## src/rtl/sync_ram_pkg.sv

```systemverilog
// ---------------------------------------------------------------------------
// sync_ram_pkg
// Shared definitions for the small single-clock scratch RAM and its
// valid-bit tracker.
//   DEFAULT_DATA_WIDTH : default word width in bits
//   DEFAULT_ADDR_WIDTH : default address width in bits
//   DEFAULT_DEPTH      : number of words for the default address width
//   data_t / addr_t    : word and address types at the default sizes
//   depth_of()         : number of words addressed by an address width
// ---------------------------------------------------------------------------
package sync_ram_pkg;

    localparam int DEFAULT_DATA_WIDTH = 8;
    localparam int DEFAULT_ADDR_WIDTH = 6;

    // Full decode: every address pattern maps to a real word.
    function automatic int depth_of(input int addr_width);
        return 1 << addr_width;
    endfunction

    localparam int DEFAULT_DEPTH = depth_of(DEFAULT_ADDR_WIDTH);

    typedef logic [DEFAULT_DATA_WIDTH-1:0] data_t;
    typedef logic [DEFAULT_ADDR_WIDTH-1:0] addr_t;

endpackage

```

## src/rtl/sync_ram_valid_tracker.sv

```systemverilog
// ---------------------------------------------------------------------------
// sync_ram_valid_tracker
// One valid bit per RAM word. The storage array is never reset, so this
// vector is what makes the memory appear cleared after reset: a word only
// reads back its stored value once it has been written since the last reset.
// Ports:
//   clk        : rising-edge clock
//   rst_n      : asynchronous active-low reset, clears every valid bit
//   we         : write enable, marks write_addr valid on the clock edge
//   write_addr : word being written
//   read_addr  : word being looked up
//   read_valid : combinational valid bit of read_addr (pre-edge value)
// ---------------------------------------------------------------------------
module sync_ram_valid_tracker
    import sync_ram_pkg::*;
#(
    parameter int ADDR_WIDTH = DEFAULT_ADDR_WIDTH
) (
    input  logic                  clk,
    input  logic                  rst_n,
    input  logic                  we,
    input  logic [ADDR_WIDTH-1:0] write_addr,
    input  logic [ADDR_WIDTH-1:0] read_addr,
    output logic                  read_valid
);

    localparam int DEPTH = depth_of(ADDR_WIDTH);

    logic [DEPTH-1:0] valid_bits;

    // A write arriving on the same edge that reset asserts is lost, because
    // the asynchronous clear takes priority over the clocked update.
    always_ff @(posedge clk or negedge rst_n) begin
        if (!rst_n) begin
            valid_bits <= '0;
        end else if (we) begin
            valid_bits[write_addr] <= 1'b1;
        end
    end

    // Looked up before the edge, so a same-address write does not make the
    // entry visible until the following edge.
    assign read_valid = valid_bits[read_addr];

endmodule

```

## src/rtl/sync_ram_sp_64x8.sv

```systemverilog
// ---------------------------------------------------------------------------
// sync_ram_sp_64x8
// Simple dual-port synchronous RAM (one write port, one read port, one
// clock). Read data is registered with one cycle of latency and read-first
// behaviour on a same-address collision. Words that have not been written
// since reset read as zero.
// Ports:
//   clk        : rising-edge clock for both ports
//   rst_n      : asynchronous active-low reset; clears q and all valid bits
//   data       : write data
//   write_addr : write address
//   we         : write enable, active high
//   read_addr  : read address, sampled on every rising edge
//   q          : registered read data
// ---------------------------------------------------------------------------
module sync_ram_sp_64x8
    import sync_ram_pkg::*;
#(
    parameter int DATA_WIDTH = DEFAULT_DATA_WIDTH,
    parameter int ADDR_WIDTH = DEFAULT_ADDR_WIDTH
) (
    input  logic                  clk,
    input  logic                  rst_n,
    input  logic [DATA_WIDTH-1:0] data,
    input  logic [ADDR_WIDTH-1:0] write_addr,
    input  logic                  we,
    input  logic [ADDR_WIDTH-1:0] read_addr,
    output logic [DATA_WIDTH-1:0] q
);

    localparam int DEPTH = depth_of(ADDR_WIDTH);

    logic [DATA_WIDTH-1:0] mem [DEPTH];
    logic                  read_valid;

    sync_ram_valid_tracker #(
        .ADDR_WIDTH (ADDR_WIDTH)
    ) u_valid_tracker (
        .clk        (clk),
        .rst_n      (rst_n),
        .we         (we),
        .write_addr (write_addr),
        .read_addr  (read_addr),
        .read_valid (read_valid)
    );

    // Storage has no reset so it can map onto plain RAM; the valid vector
    // hides stale contents instead. Writes are gated off while in reset.
    always_ff @(posedge clk) begin
        if (rst_n && we) begin
            mem[write_addr] <= data;
        end
    end

    // Reading the array before this edge's write lands gives read-first
    // ordering. The valid mux keeps never-written (possibly X) words off q.
    always_ff @(posedge clk or negedge rst_n) begin
        if (!rst_n) begin
            q <= '0;
        end else begin
            q <= read_valid ? mem[read_addr] : '0;
        end
    end

endmodule

```

## config.mk

```make
export PLATFORM = sky130hd
export DESIGN_NAME = sync_ram_sp_64x8
export DESIGN_NICKNAME = d
export VERILOG_FILES = /design/src/rtl/sync_ram_pkg.sv /design/src/rtl/sync_ram_valid_tracker.sv /design/src/rtl/sync_ram_sp_64x8.sv
export SDC_FILE = /design/constraint.sdc
export NUM_CORES = 1
export LEC_CHECK = 0
export ABC_AREA = 1
export CAP_MARGIN = 10
export CORE_UTILIZATION = 25
export CTS_BUF_LIST = sky130_fd_sc_hd__clkbuf_8
export CTS_CLUSTER_SIZE = 24
export DETAILED_ROUTE_END_ITERATION = 10
export HOLD_SLACK_MARGIN = 0.08
export PLACE_DENSITY = 0.35
export SLEW_MARGIN = 0
export SYNTH_ARGS = -nofsm -noshare
export SYNTH_HDL_FRONTEND = slang
export SYNTH_SLANG_ARGS = --single-unit
```

## constraint.sdc

```tcl
create_clock -name clk -period 1.37 [get_ports clk]
set_clock_uncertainty 0.05 [all_clocks]
set_input_delay 0.274 -clock clk [delete_from_list [all_inputs] [get_ports clk]]
set_output_delay 0.274 -clock clk [all_outputs]
set_load 0.02 [all_outputs]
```

Yosys cells after proc, flatten, opt, wreduce, memory -nomap -nowiden
Memory sizes are Yosys's and may differ from the RTL's.
Index checks and enable logic that the tools add are counted.
{"block": "word_totals", "ff_bits": 72, "ramBits": 512, "input_bits": 23, "output_inout_bits": 8, "wordCells": 16, "mem_count": 1}
{"block": "classes", "n_lt_le_gt_ge": 3, "mux": 7, "bitwise": 1, "reduce_logical": 2}
{"name": "mem", "depth": 64, "word_bits": 8, "rd": 1, "rd_clocked_by_memory_dff": 0, "wr": 1, "line_no": "sync_ram_sp_64x8.sv:33", "rtl": "logic [DATA_WIDTH-1:0] mem [DEPTH];"}
{"cell": "$or A64 B64 Y64", "n": 1}
{"cell": "$lt A6 B7 Y1 const B", "n": 2}
{"cell": "$mux W8", "n": 1}
{"cell": "$bmux W1 S6", "n": 1}
{"cell": "$demux W1 S6", "n": 1}
{"cell": "$ge A6 B1 Y1 const B", "n": 1}
{"cell": "$mux W1", "n": 4}
{"cell": "$logic_and A1 B1 Y1", "n": 2}

Longest topological paths before layout
{"block": "depth", "word_depth": 5, "depth_mapped": 13, "ltp_nobuf": 11}

Cells and area by module
A second synthesis with hierarchy kept.
{"block": "hier_totals", "cells_unflattened": 2126, "area_unflattened_um2": 24222.0}
{"module": "sync_ram_sp_64x8", "n_inst": 1, "cells_per_inst": 1804, "area_per_inst_um2": 21256.6, "seq_area_each_um2": 15574.9}
{"module": "sync_ram_valid_tracker", "n_inst": 1, "cells_per_inst": 322, "area_per_inst_um2": 2965.3, "seq_area_each_um2": 1601.5}

Least setup slack after synthesis
No wires, ideal clock.
{"block": "synth_path", "path_type": "input to register", "startpoint": "input write_addr[3]", "endpoint": "memory mem[12][0] (netlist name), enable pin", "setup_time_ns": 0.383, "arrival_ns": 1.579, "required_time_ns": 0.937, "path_slack_ns": -0.642, "cell_stages": 4, "n_path_buf": 0, "cell_sequence": "inv_1 -> nor3_1 -> clkinv_1 -> nor3_1"}
{"item": "start: declaration", "line_no": "sync_ram_sp_64x8.sv:25", "rtl": "input logic [ADDR_WIDTH-1:0] write_addr,"}
{"item": "end: declaration", "line_no": "sync_ram_sp_64x8.sv:33"}
Straight into the memory's write port.

Worst setup path in the final report
{"block": "layout_path", "startpoint": "register q[1]", "endpoint": "output q[1]"}
{"item": "start: declaration", "line_no": "sync_ram_sp_64x8.sv:28", "rtl": "output logic [DATA_WIDTH-1:0] q"}
{"item": "start signal: assignment", "line_no": "sync_ram_sp_64x8.sv:61", "rtl": "q <= read_valid ? mem[read_addr] : '0;"}
No word-level cell between the ends.

==> summary.md <==
| Metric | Value |
|---|---|
| FMAX | 629 MHz |
| Worst r2r dst | q[5] |
| Combinational Power Share | 0.103 |
| Cell accounting for the most synthesized area | edfxtp_1 |
| Reg-to-reg startpoint | mem[55][5] |
| Hold/Removal Path Class | primary input to flip-flop |
| Maxcap violations | 0 |
| Final Hold Violating Endpoints | 0 |
| Synth area leaders | edfxtp_1 (63%), nand2_1 (12%), nand3_1 (10%) |
| H-tree depth | 3 |
| Initial antenna violation count | 2 |
| Via density | 4.52 |
| Slowest stage cell, crit path | dfrtp_1 |
| Min Tclk post-route | 1590 ps |
| Pre-antenna DRT Iters | 5 |
| CTS tree | built |
| Type of origin of the critical path | flip-flop |
| Net switching power figure | 0.0103 W |
| Die height | 314 um |
| Yosys warning count | 0 |
| Worst Path Buf+Inv | 1 |
| CP Launch Point | q[1] |
| Number of DRC markers in iteration 0 | 974 |
| Sw Share | 0.261 |
| Pin count of the biggest net entering global routing | 56 |
| Post-DP HPWL | 54,700 um |
| Final Cell Area | 32,300 um2 |
| Clock Root Buffer | clkbuf_8 |
| DR vias | 17,000 |
| Endpoints failing setup | 15 |
| Top delay family on crit path | flip-flops |
| Sequential power share | 0.502 |
| Final WL | 82,000 um |
| Clock Tree Buf Depth | 3 |
| Worst IR Drop VDD | 0.000715 V |
| Post-Syn Nets | 2,206 |
| Setup CP Type | flip-flop to output pin |
| Synth-to-Final Area Change | 33.1% |
| Clock latency on the worst-skew pair | 750 ps |
| Avg Inst Size Synth | 11.1 um2 |
| DRC | 0 |
| CP max stage delay | 390 ps |
| Critical path depth | 1 |
| Top-area cell type share of the netlist area | 0.633 |
| Final critical-path share of the clock period | 1.16 |
| Fraction of registers with async set/reset | 0.123 |
| Sequential element share of the synthesized area | 0.707 |
| CP endpoint kind | output pin |
| Worst hold slack | 224 ps |
| Total gr overflow | 0 |
| Most frequent cell after synthesis | nand2_1 |
| FP Rows | 113 |
| TritonCTS Sinks | 584 |
| Int Pwr | 0.0292 W |
| Top Ports | 31 |
| Synth cell count leaders | nand2_1 (786), edfxtp_1 (512), nand3_1 (486), dfrtp_1 (72), inv_1 (58) |
| Core Footprint | 95,600 um2 |
| Slew HR | 0.515 |
| Crit-path max FO | 1 |
| Worst R2R Path Depth | 10 |
| Total power | 0.0395 W |
| Crit path DAT | 1270 ps |
| Global-route wire length before repair | 121,000 um |
| Post-Place Cell Area | 28,900 um2 |
| Post-Syn Instances | 2,183 |
| Final TNS setup | -1800 ps |
| Least-Margin Pin Slew | 728 ps |
| Initial core utilization | 0.254 |
| RSZ-0062 raised after global routing | yes |
| GP Congestion | 0.802 |
| Antenna-violating nets left | 0 |
| Die span in x | 314 um |
| TritonCTS Buffers | 105 |
| Ratio of cells with drive above 1 in the final layout | 0.281 |
| NumNets Final | 2,434 |
| Worst setup path end | q[1] |
| Flop2flop setup slack | -40 ps |
| Distinct cells, synth | 20 |
| GRT Total Usage | 0.168 |
| DP Worst Slack | -952 ps |
| Failing checks | setup timing |
| Worst setup margin | -219 ps |
| Synth Register Bits | 584 |
| Leak | 12.4 nW |
| Slew Viols, Final | 0 |
| CP required | 1050 ps |
| PwrDens | 1220 nW/um2 |
| DIE AREA | 98,400 um2 |
| Most used DFF post-synth | edfxtp_1 |
| Cells along the critical path | buf_6 |
| EDFF count, synth | 512 |
| Clock network fraction of design power | 0.395 |
| Cell Area, Synth | 24,300 um2 |
| Status | finished, violations left |
| I/O Buffers | 30 |
| DR WL/cell | 21.8 um |
| Clk slew on worst S/H paths | 60 ps |
| Vias in the first global route | 17,800 |
## layout by cell type (no fill, tap or decap), drive strengths merged
master / n
o21ai: 2
clkbuf: 109
a21oi: 1
dlygate4sd3: 10
o21bai: 40
bufinv: 4
edfxtp: 512
diode: 1
inv: 98
clkdlybuf4s50: 2
nor2: 37
nor3: 49
dlygate4sd2: 7
dfrtp: 72
nand2: 787
clkinv: 42
nand3: 486
buf: 233
## through the flow
stage,instances,util
finish,3757,0.338
global route,3757,0.338
CTS,3755,0.334
detailed placement,3556,0.303
global placement,3556,0.303
floorplan,2183,-
## logic make-up after synthesis
logic type	count (synthesis)	share of synthesized area
DFF	584	0.707
buffers and inverters	197	0.0425
and+or+nand+nor	1359	0.238
AOI/OAI and AO/OA	43	0.0130
## power groups by stage
stage | registers, W | logic (W) | clock network [W]
floorplan | 0.0202 | 0.00180 | 0
global placement | 0.0202 | 0.00368 | 0
detailed placement | 0.0202 | 0.00368 | 0
CTS | 0.0198 | 0.00403 | 0.0162
global route | 0.0198 | 0.00444 | 0.0169
finish | 0.0198 | 0.00408 | 0.0156
## how the worst min path moves through the flow
stage / cells past startpoint / slack (ps) / end / from
2_1_floorplan: 0 / -70 / q[0] / rst_n
3_3_place_gp: 2 / 370 / u_valid_tracker.valid_bits[54] / rst_n
3_5_place_dp: 2 / 370 / u_valid_tracker.valid_bits[54] / rst_n
4_1_cts: 6 / 140 / u_valid_tracker.valid_bits[2] / write_addr[0]
5_1_grt: 6 / 210 / u_valid_tracker.valid_bits[2] / write_addr[0]
6_report: 6 / 220 / u_valid_tracker.valid_bits[2] / write_addr[0]
## state kept, by name, summed over array words and instances (netlist names)
register                    cells
q                               8
mem                           512
u_valid_tracker.valid_bits     64
## metal layers
layer	vias up	GRT usage	routed length, um
met5	-	0	13
met4	2	0.0484	1530
met3	116	0.0279	3250
met2	307	0.273	38600
met1	8529	0.231	38600
li1	8038	-	-
## final cells by class
type                    count  area (um2)
diodes                      1        2.50
flip-flops and latches    584       17200
multi-input cells        1402        8080
clock buffers             109        1500
clock inverters            78         465
fillers                  9630       63200
inverters                  66         277
well taps                1265        1580
repair buffers            252        3250
## repair_timing
action,CTS,global route
hold buffers,10,0
resized for setup,260,89
endpoints found under the setup margin,379,22
buffers inserted,2,1
hold endpoints to repair,584,0
pin swaps,79,62
No activity file was read; power rests on OpenSTA's default activity.
